<file path="src/rtl/mmio_timer_if.sv">
`default_nettype none
// ============================================================================
// Module      : mmio_timer_if
// Description : CPU data-bus bundle between the load/store master and the
//               memory-mapped timer. The CPU drives MemWrite/DataAdr/
//               WriteData; the peripheral returns ReadData and its Sel.
// Ports       : MemWrite  - write strobe
//               DataAdr   - byte address
//               WriteData - store data
//               ReadData  - combinational read data (0 when not selected)
//               Sel       - address falls inside the peripheral window
// Revision    : 1.0 - initial release
// ============================================================================
interface mmio_timer_if;
    logic        MemWrite;
    logic [31:0] DataAdr;
    logic [31:0] WriteData;
    logic [31:0] ReadData;
    logic        Sel;

    modport master (
        output MemWrite, DataAdr, WriteData,
        input  ReadData, Sel
    );

    modport slave (
        input  MemWrite, DataAdr, WriteData,
        output ReadData, Sel
    );
endinterface
`default_nettype wire

</file>
<file path="src/rtl/mmio_timer.sv">
`default_nettype none
// ============================================================================
// Module      : mmio_timer
// Description : Memory-mapped prescaled 32-bit up-counter with compare match,
//               optional auto-reload and level interrupt. Decodes a 256-byte
//               window at BASE_ADDR; reads are combinational, writes take
//               effect on the rising clock edge.
// Ports       : clk        - rising-edge clock
//               reset      - asynchronous active-low reset
//               bus        - CPU data bus (slave side)
//               Irq        - level interrupt, MATCH & IRQ_EN
//               capture_in - asynchronous capture strobe
// Options     : MMIO_TIMER_CAPTURE_EN - adds synchronised capture of COUNT on
//               a capture_in rising edge (register 0x14). Without it 0x14
//               reads 0 and capture_in is ignored.
// Revision    : 1.0 - initial release
// ============================================================================
module mmio_timer #(
    parameter logic [31:0] BASE_ADDR = 32'hFFFF_0000
) (
    input  wire logic     clk,
    input  wire logic     reset,
    mmio_timer_if.slave   bus,
    output logic          Irq,
    input  wire logic     capture_in
);

    // Word indices (DataAdr[7:2]) of the register map
    localparam logic [5:0] c_IDX_CTRL     = 6'h00;
    localparam logic [5:0] c_IDX_COUNT    = 6'h01;
    localparam logic [5:0] c_IDX_COMPARE  = 6'h02;
    localparam logic [5:0] c_IDX_STATUS   = 6'h03;
    localparam logic [5:0] c_IDX_PRESCALE = 6'h04;
    localparam logic [5:0] c_IDX_CAPTURE  = 6'h05;

    logic        w_sel, w_wr, w_tick, w_hit, w_unused_ok;
    logic [5:0]  w_idx;
    logic [31:0] w_capture;

    logic        en_q, en_d, auto_q, auto_d, irqen_q, irqen_d, match_q, match_d;
    logic [31:0] count_q, count_d, compare_q, compare_d;
    logic [15:0] prescale_q, prescale_d, pcnt_q, pcnt_d;

    assign w_sel   = (bus.DataAdr[31:8] == BASE_ADDR[31:8]);
    assign w_idx   = bus.DataAdr[7:2];
    assign w_wr    = w_sel & bus.MemWrite;
    assign bus.Sel = w_sel;

    // Tick fires on the cycle pcnt reaches PRESCALE; a compare hit is only
    // evaluated on a tick.
    assign w_tick = en_q & (pcnt_q == prescale_q);
    assign w_hit  = w_tick & (count_q == compare_q);

    assign Irq = match_q & irqen_q;

    always_comb begin
        en_d       = en_q;
        auto_d     = auto_q;
        irqen_d    = irqen_q;
        compare_d  = compare_q;
        prescale_d = prescale_q;
        count_d    = count_q;
        match_d    = match_q;
        pcnt_d     = pcnt_q;

        // Prescaler: held at 0 while disabled, wraps to 0 on each tick
        if (!en_q || w_tick) begin
            pcnt_d = 16'd0;
        end else begin
            pcnt_d = pcnt_q + 16'd1;
        end

        if (w_tick) begin
            count_d = (w_hit && auto_q) ? 32'd0 : count_q + 32'd1;
        end

        if (w_wr) begin
            unique case (w_idx)
                c_IDX_CTRL: begin
                    en_d    = bus.WriteData[0];
                    auto_d  = bus.WriteData[1];
                    irqen_d = bus.WriteData[2];
                end
                c_IDX_COUNT:    count_d   = bus.WriteData;
                c_IDX_COMPARE:  compare_d = bus.WriteData;
                c_IDX_STATUS: begin
                    if (bus.WriteData[0]) begin
                        match_d = 1'b0;
                    end
                end
                c_IDX_PRESCALE: begin
                    prescale_d = bus.WriteData[15:0];
                    pcnt_d     = 16'd0;
                end
                default: ;
            endcase
        end

        // Hardware set wins over a same-cycle write-1-clear
        if (w_hit) begin
            match_d = 1'b1;
        end
    end

    always_ff @(posedge clk or negedge reset) begin
        if (!reset) begin
            en_q       <= 1'b0;
            auto_q     <= 1'b0;
            irqen_q    <= 1'b0;
            match_q    <= 1'b0;
            count_q    <= 32'd0;
            compare_q  <= 32'hFFFF_FFFF;
            prescale_q <= 16'd0;
            pcnt_q     <= 16'd0;
        end else begin
            en_q       <= en_d;
            auto_q     <= auto_d;
            irqen_q    <= irqen_d;
            match_q    <= match_d;
            count_q    <= count_d;
            compare_q  <= compare_d;
            prescale_q <= prescale_d;
            pcnt_q     <= pcnt_d;
        end
    end

`ifdef MMIO_TIMER_CAPTURE_EN
    // Two-flop synchroniser plus one history flop for edge detection; the
    // capture register samples the pre-edge COUNT, so same-cycle writes or
    // ticks never leak into the captured value.
    logic        sync1_q, sync2_q, sync3_q;
    logic [31:0] capture_q;

    always_ff @(posedge clk or negedge reset) begin
        if (!reset) begin
            sync1_q   <= 1'b0;
            sync2_q   <= 1'b0;
            sync3_q   <= 1'b0;
            capture_q <= 32'd0;
        end else begin
            sync1_q <= capture_in;
            sync2_q <= sync1_q;
            sync3_q <= sync2_q;
            if (sync2_q && !sync3_q) begin
                capture_q <= count_q;
            end
        end
    end

    assign w_capture   = capture_q;
    assign w_unused_ok = ^bus.DataAdr[1:0];
`else
    assign w_capture   = 32'd0;
    assign w_unused_ok = ^{bus.DataAdr[1:0], capture_in};
`endif

    always_comb begin
        bus.ReadData = 32'd0;
        if (w_sel) begin
            unique case (w_idx)
                c_IDX_CTRL:     bus.ReadData = {29'd0, irqen_q, auto_q, en_q};
                c_IDX_COUNT:    bus.ReadData = count_q;
                c_IDX_COMPARE:  bus.ReadData = compare_q;
                c_IDX_STATUS:   bus.ReadData = {31'd0, match_q};
                c_IDX_PRESCALE: bus.ReadData = {16'd0, prescale_q};
                c_IDX_CAPTURE:  bus.ReadData = w_capture;
                default:        bus.ReadData = 32'd0;
            endcase
        end
    end

endmodule
`default_nettype wire

</file>
<file path="src/flat_wrapper.sv">
// flat-port wrapper written by rule: the top's interface ports become plain ports
module mmio_timer_flat 
#(
    parameter logic [31:0] BASE_ADDR = 32'hFFFF_0000
)
  (clk, reset, Irq, capture_in, bus_MemWrite, bus_DataAdr, bus_WriteData, bus_ReadData, bus_Sel);
  mmio_timer_if bus_i ();
  input  wire logic clk;
  input  wire logic reset;
  output logic Irq;
  input  wire logic capture_in;
  input wire logic [$bits(bus_i.MemWrite)-1:0] bus_MemWrite;
  input wire logic [$bits(bus_i.DataAdr)-1:0] bus_DataAdr;
  input wire logic [$bits(bus_i.WriteData)-1:0] bus_WriteData;
  output wire logic [$bits(bus_i.ReadData)-1:0] bus_ReadData;
  output wire logic [$bits(bus_i.Sel)-1:0] bus_Sel;
  assign bus_i.MemWrite = bus_MemWrite;
  assign bus_i.DataAdr = bus_DataAdr;
  assign bus_i.WriteData = bus_WriteData;
  assign bus_ReadData = bus_i.ReadData;
  assign bus_Sel = bus_i.Sel;
  mmio_timer #(.BASE_ADDR(BASE_ADDR)) u_core (.clk(clk), .reset(reset), .bus(bus_i), .Irq(Irq), .capture_in(capture_in));
endmodule
</file>
<file path="config.mk">
export PLATFORM = sky130hd
export DESIGN_NAME = mmio_timer_flat
export DESIGN_NICKNAME = d
export VERILOG_FILES = /design/src/rtl/mmio_timer_if.sv /design/src/rtl/mmio_timer.sv /design/src/flat_wrapper.sv
export SDC_FILE = /design/constraint.sdc
export NUM_CORES = 1
export LEC_CHECK = 0
export CAP_MARGIN = 20
export CORE_AREA = 2 2 190 99
export CTS_CLUSTER_SIZE = 30
export DETAILED_ROUTE_END_ITERATION = 7
export DIE_AREA = 0 0 192 101
export PLACE_DENSITY = 0.58
export RECOVER_POWER = 100
export REMOVE_ABC_BUFFERS = 1
export SLEW_MARGIN = 40
export SYNTH_ARGS = -nofsm -noshare
export SYNTH_HDL_FRONTEND = slang
export SYNTH_SLANG_ARGS = --single-unit
</file>
<file path="constraint.sdc">
create_clock -name clk -period 6.8 [get_ports clk]
set_input_delay 1.36 -clock clk [delete_from_list [all_inputs] [get_ports clk]]
set_output_delay 1.36 -clock clk [all_outputs]
set_load 0.1 [all_outputs]
</file>
==> reports/metrics.yaml <==
slew-limit-headroom_pct: -82.78
timing.critical_path.cells: "dlygate4sd3_1 > or4_1 > or4_1 > nor2_1 > o21ai_2 > buf_4 > a21oi_1 > clkbuf_1"
max_freq_mhz: 168.1
totalNegativeSetupSlack_ns: 0
largest_net_degree_at_the_start_of_global_routing: 52
post-route-period-util_pct: 87.47
port_buffers: 98
irDropWorstVdd_mv: 0.1052
post_synthesis_sequential_element_count: 100
drc: 0
slew_viol_final: 71
post_synthesis_cell_area_um2: 5892
cts.root.buffer_cell: "sky130_fd_sc_hd__clkbuf_16"
h_tree_depth: 3
final-hold-violation-count: 0
synth_edf_count: 0
multi_input_comb_area_um2: 3137
critPathMaxStageDelay_ns: 0.90
syn_area_per_cell_um2: 9.643
cts.sinks: 100
cts_tree: "done"
cp_num_buf_inv: 3
detailed_route_via_count: 5181
power.density_nw_per_um2: 166.3
cp_data_arrival_time_ns: 4.59
cts-resized-gates: 0
postRouteWirelength_mm: 18.48
met3_length_mm: 1.662
run_status: "finished, violations left"
wirelength_met1_mm: 9.664
hold_end: "u_core.irqen_q"
final_core_utilization_pct: 40.15
seq_area_um2: 2542
highest_layer: "met4"
timing.final.crit_period_ns: 5.948
netlist_instances: 611
timing_worst_setup_path_type: "in -> out"
async_flop_share_pct: 100.0
critical_path.max_fanout: 32
n_fill_cell: 1789
leakagePower_nw: 2.737
proportion_of_synthesized_chip_area_in_sequential_cells_pct: 43.15
worst_path_max_delay_cell: "sky130_fd_sc_hd__clkbuf_1"
worstSkewPairLatency_ns: 0.35
worst_path_most_repeated_cell: "sky130_fd_sc_hd__or4_1"
failed_checks: "max-capacitance violations, max-slew violations"
cp_num_cells: 8
rows: 35
cp_capture_type: "primary output"
die-height_um: 101
hold_path_depth: 1
synthFlopType: "sky130_fd_sc_hd__dfrtp_1"
antenna_found_initial: 0
num-nets-final: 761
detail_route.vias_per_cell: 5.535
start_kind: "input pin"
tritoncts.num_buffers: 9
setup.reg_to_reg.worst_slack_ns: 1.99
cts.clk_slew.worst_paths_ns: 0.07
final_layout_size_suffix_gt1_share_pct: 17.24
path_delay_family: "buffers and inverters"
coreArea_um2: 17870
grt-ovfl-total: 0
ctsLongestPathBuffers: 2
ios: 102
crit_required_ns: 5.44
skew_ns: 0.01105
dpl_worst_slack_ns: 1.416
floorplan.initialDensity_pct: 32.98
dieWidth_um: 192
dp.final_hpwl_mm: 13.63
antenna_violating_nets_post_route: 0
unrepaired_setup_endpoints_after_global_routing: "false"
worst_r2r_startpoint: "u_core.pcnt_q[14]"
grt_first_pass_wirelength_mm: 28.47
die_area_um2: 19390
ys_warn_count: 0
grt_use_total_pct: 19.14
firstDrtPassIters: 6
setup_viol: 0
setup_slack_ns: 0.8521
detailroute.wirelength.met2_mm: 7.043
route.detailed.wl_per_inst_um: 19.74
timing.reg2reg.worst_path_depth: 7
worst-slew-pin-transition_ns: 2.742
first_iter_violations: 466
min-delay-start: "u_core.irqen_q"
insertedDiodeCount: 0
r2r_end: "u_core.count_q[25]"
post-cts-setup-buffers: 0
gpl.final_weighted_congestion: 0.8394
timing.max_cap.violations: 2
path_class_of_the_lowest_slack_min_delay_path: "reg -> reg"
areaGrowthSynthToFinish_pct: 21.77
ys_types: 46
first_global_vias: 4971
cts-hold-fix-buffers: 0
## per-layer routing
metal  up-vias  global-route usage [%]
met3        14                   4.386
met4         0                   2.995
met5         -                       0
met2       228                   25.80
met1      2561                   30.74
li1       2378                       -
## cell usage after synthesis (all sizes together), types with 2 or more instances
| master | n | area [µm²] |
|---|---|---|
| nor2 | 72 | 270.3 |
| dfrtp | 68 | 1702 |
| xnor2 | 54 | 473.0 |
| mux2 | 52 | 585.6 |
| nand2 | 44 | 170.2 |
| clkbuf | 34 | 128.9 |
| dfstp | 32 | 840.8 |
| o21ai | 32 | 163.9 |
| xor2 | 27 | 236.5 |
| nand4 | 26 | 162.7 |
| nor4 | 23 | 150.1 |
| nand3 | 20 | 100.1 |
| a22oi | 18 | 135.1 |
| a31oi | 16 | 100.1 |
| a222oi | 15 | 150.1 |
| a21oi | 11 | 55.05 |
| and3 | 10 | 62.56 |
| buf | 8 | 51.29 |
| inv | 8 | 30.03 |
| nor3 | 7 | 46.30 |
| and2 | 5 | 31.28 |
| nand4b | 4 | 35.03 |
| a41oi | 3 | 26.28 |
| or2 | 3 | 18.77 |
| or4 | 3 | 26.27 |
| and4 | 2 | 17.52 |
| ha | 2 | 25.02 |
| nor4b | 2 | 17.52 |
| or3 | 2 | 12.51 |
## area by class of cell
cell class              count  area share (%)
well taps                 240           4.186
multi-input cells         461           43.72
repair buffers            111           11.95
inverters                   8          0.4186
clock buffers              10           3.331
flip-flops and latches    100           35.44
clock inverters             6          0.9592
## where the power goes
part           total (W)  leakage [nW]  internal [W]    switching, W
sequential      0.000595          1.22      0.000595  0.000000000150
clock           0.000534         0.150      0.000299        0.000235
combinational  0.0000636          1.37     0.0000347       0.0000289
total            0.00119          2.74      0.000929        0.000264
## cell usage in the layout, fill, tap and decap left out, types with 20 or more instances in the layout
cell                              count
sky130_fd_sc_hd__nor2_1              70
sky130_fd_sc_hd__dfrtp_1             68
sky130_fd_sc_hd__clkdlybuf4s50_1     62
sky130_fd_sc_hd__xnor2_1             54
sky130_fd_sc_hd__mux2_2              51
sky130_fd_sc_hd__nand2_1             43
sky130_fd_sc_hd__clkbuf_1            36
sky130_fd_sc_hd__dfstp_2             32
sky130_fd_sc_hd__o21ai_0             31
sky130_fd_sc_hd__xor2_1              27
sky130_fd_sc_hd__nand4_1             26
sky130_fd_sc_hd__nor4_1              22
sky130_fd_sc_hd__nand3_1             20
## stage by stage
step | power (W) | cell area (µm²) | hold slack (ns) | std cells
2_1_floorplan | 0.0006108 | 5712 | 0.4744 | 569
6_report | 0.001193 | 7174 | 0.5573 | 936
3_3_place_gp | 0.0006699 | 6998 | 0.5252 | 917
3_5_place_dp | 0.0006710 | 7029 | 0.5436 | 920
5_1_grt | 0.001231 | 7174 | 0.5801 | 936
4_1_cts | 0.001205 | 7337 | 0.5625 | 936
## state kept, by name, indices dropped and copies added (netlist names)
| name | count |
|---|---|
| u_core.en_q | 1 |
| u_core.compare_q | 32 |
| u_core.irqen_q | 1 |
| u_core.pcnt_q | 16 |
| u_core.match_q | 1 |
| u_core.auto_q | 1 |
| u_core.prescale_q | 16 |
| u_core.count_q | 32 |
## worst max path at each step
| stage | from | to | slack (ns) |
|---|---|---|---|
| after detailed placement | bus_DataAdr[7] | bus_ReadData[1] | 1.42 |
| after CTS | bus_DataAdr[7] | bus_ReadData[1] | 1.40 |
| after floorplan | bus_DataAdr[9] | bus_ReadData[0] | -1.04 |
| after global routing | bus_DataAdr[7] | bus_ReadData[1] | 0.68 |
| after global placement | bus_DataAdr[7] | bus_ReadData[1] | 1.46 |
| final | bus_DataAdr[9] | bus_ReadData[1] | 0.85 |
## kinds of logic after synthesis
kind of cell	share of synthesized area, %
simple gates	19.58
flops	43.15
compound gates	11.30
xor+xnor	12.04
mux	9.938
buf+inv	3.567
fa+ha+maj	0.4247
No activity file was read; power rests on OpenSTA's default activity.
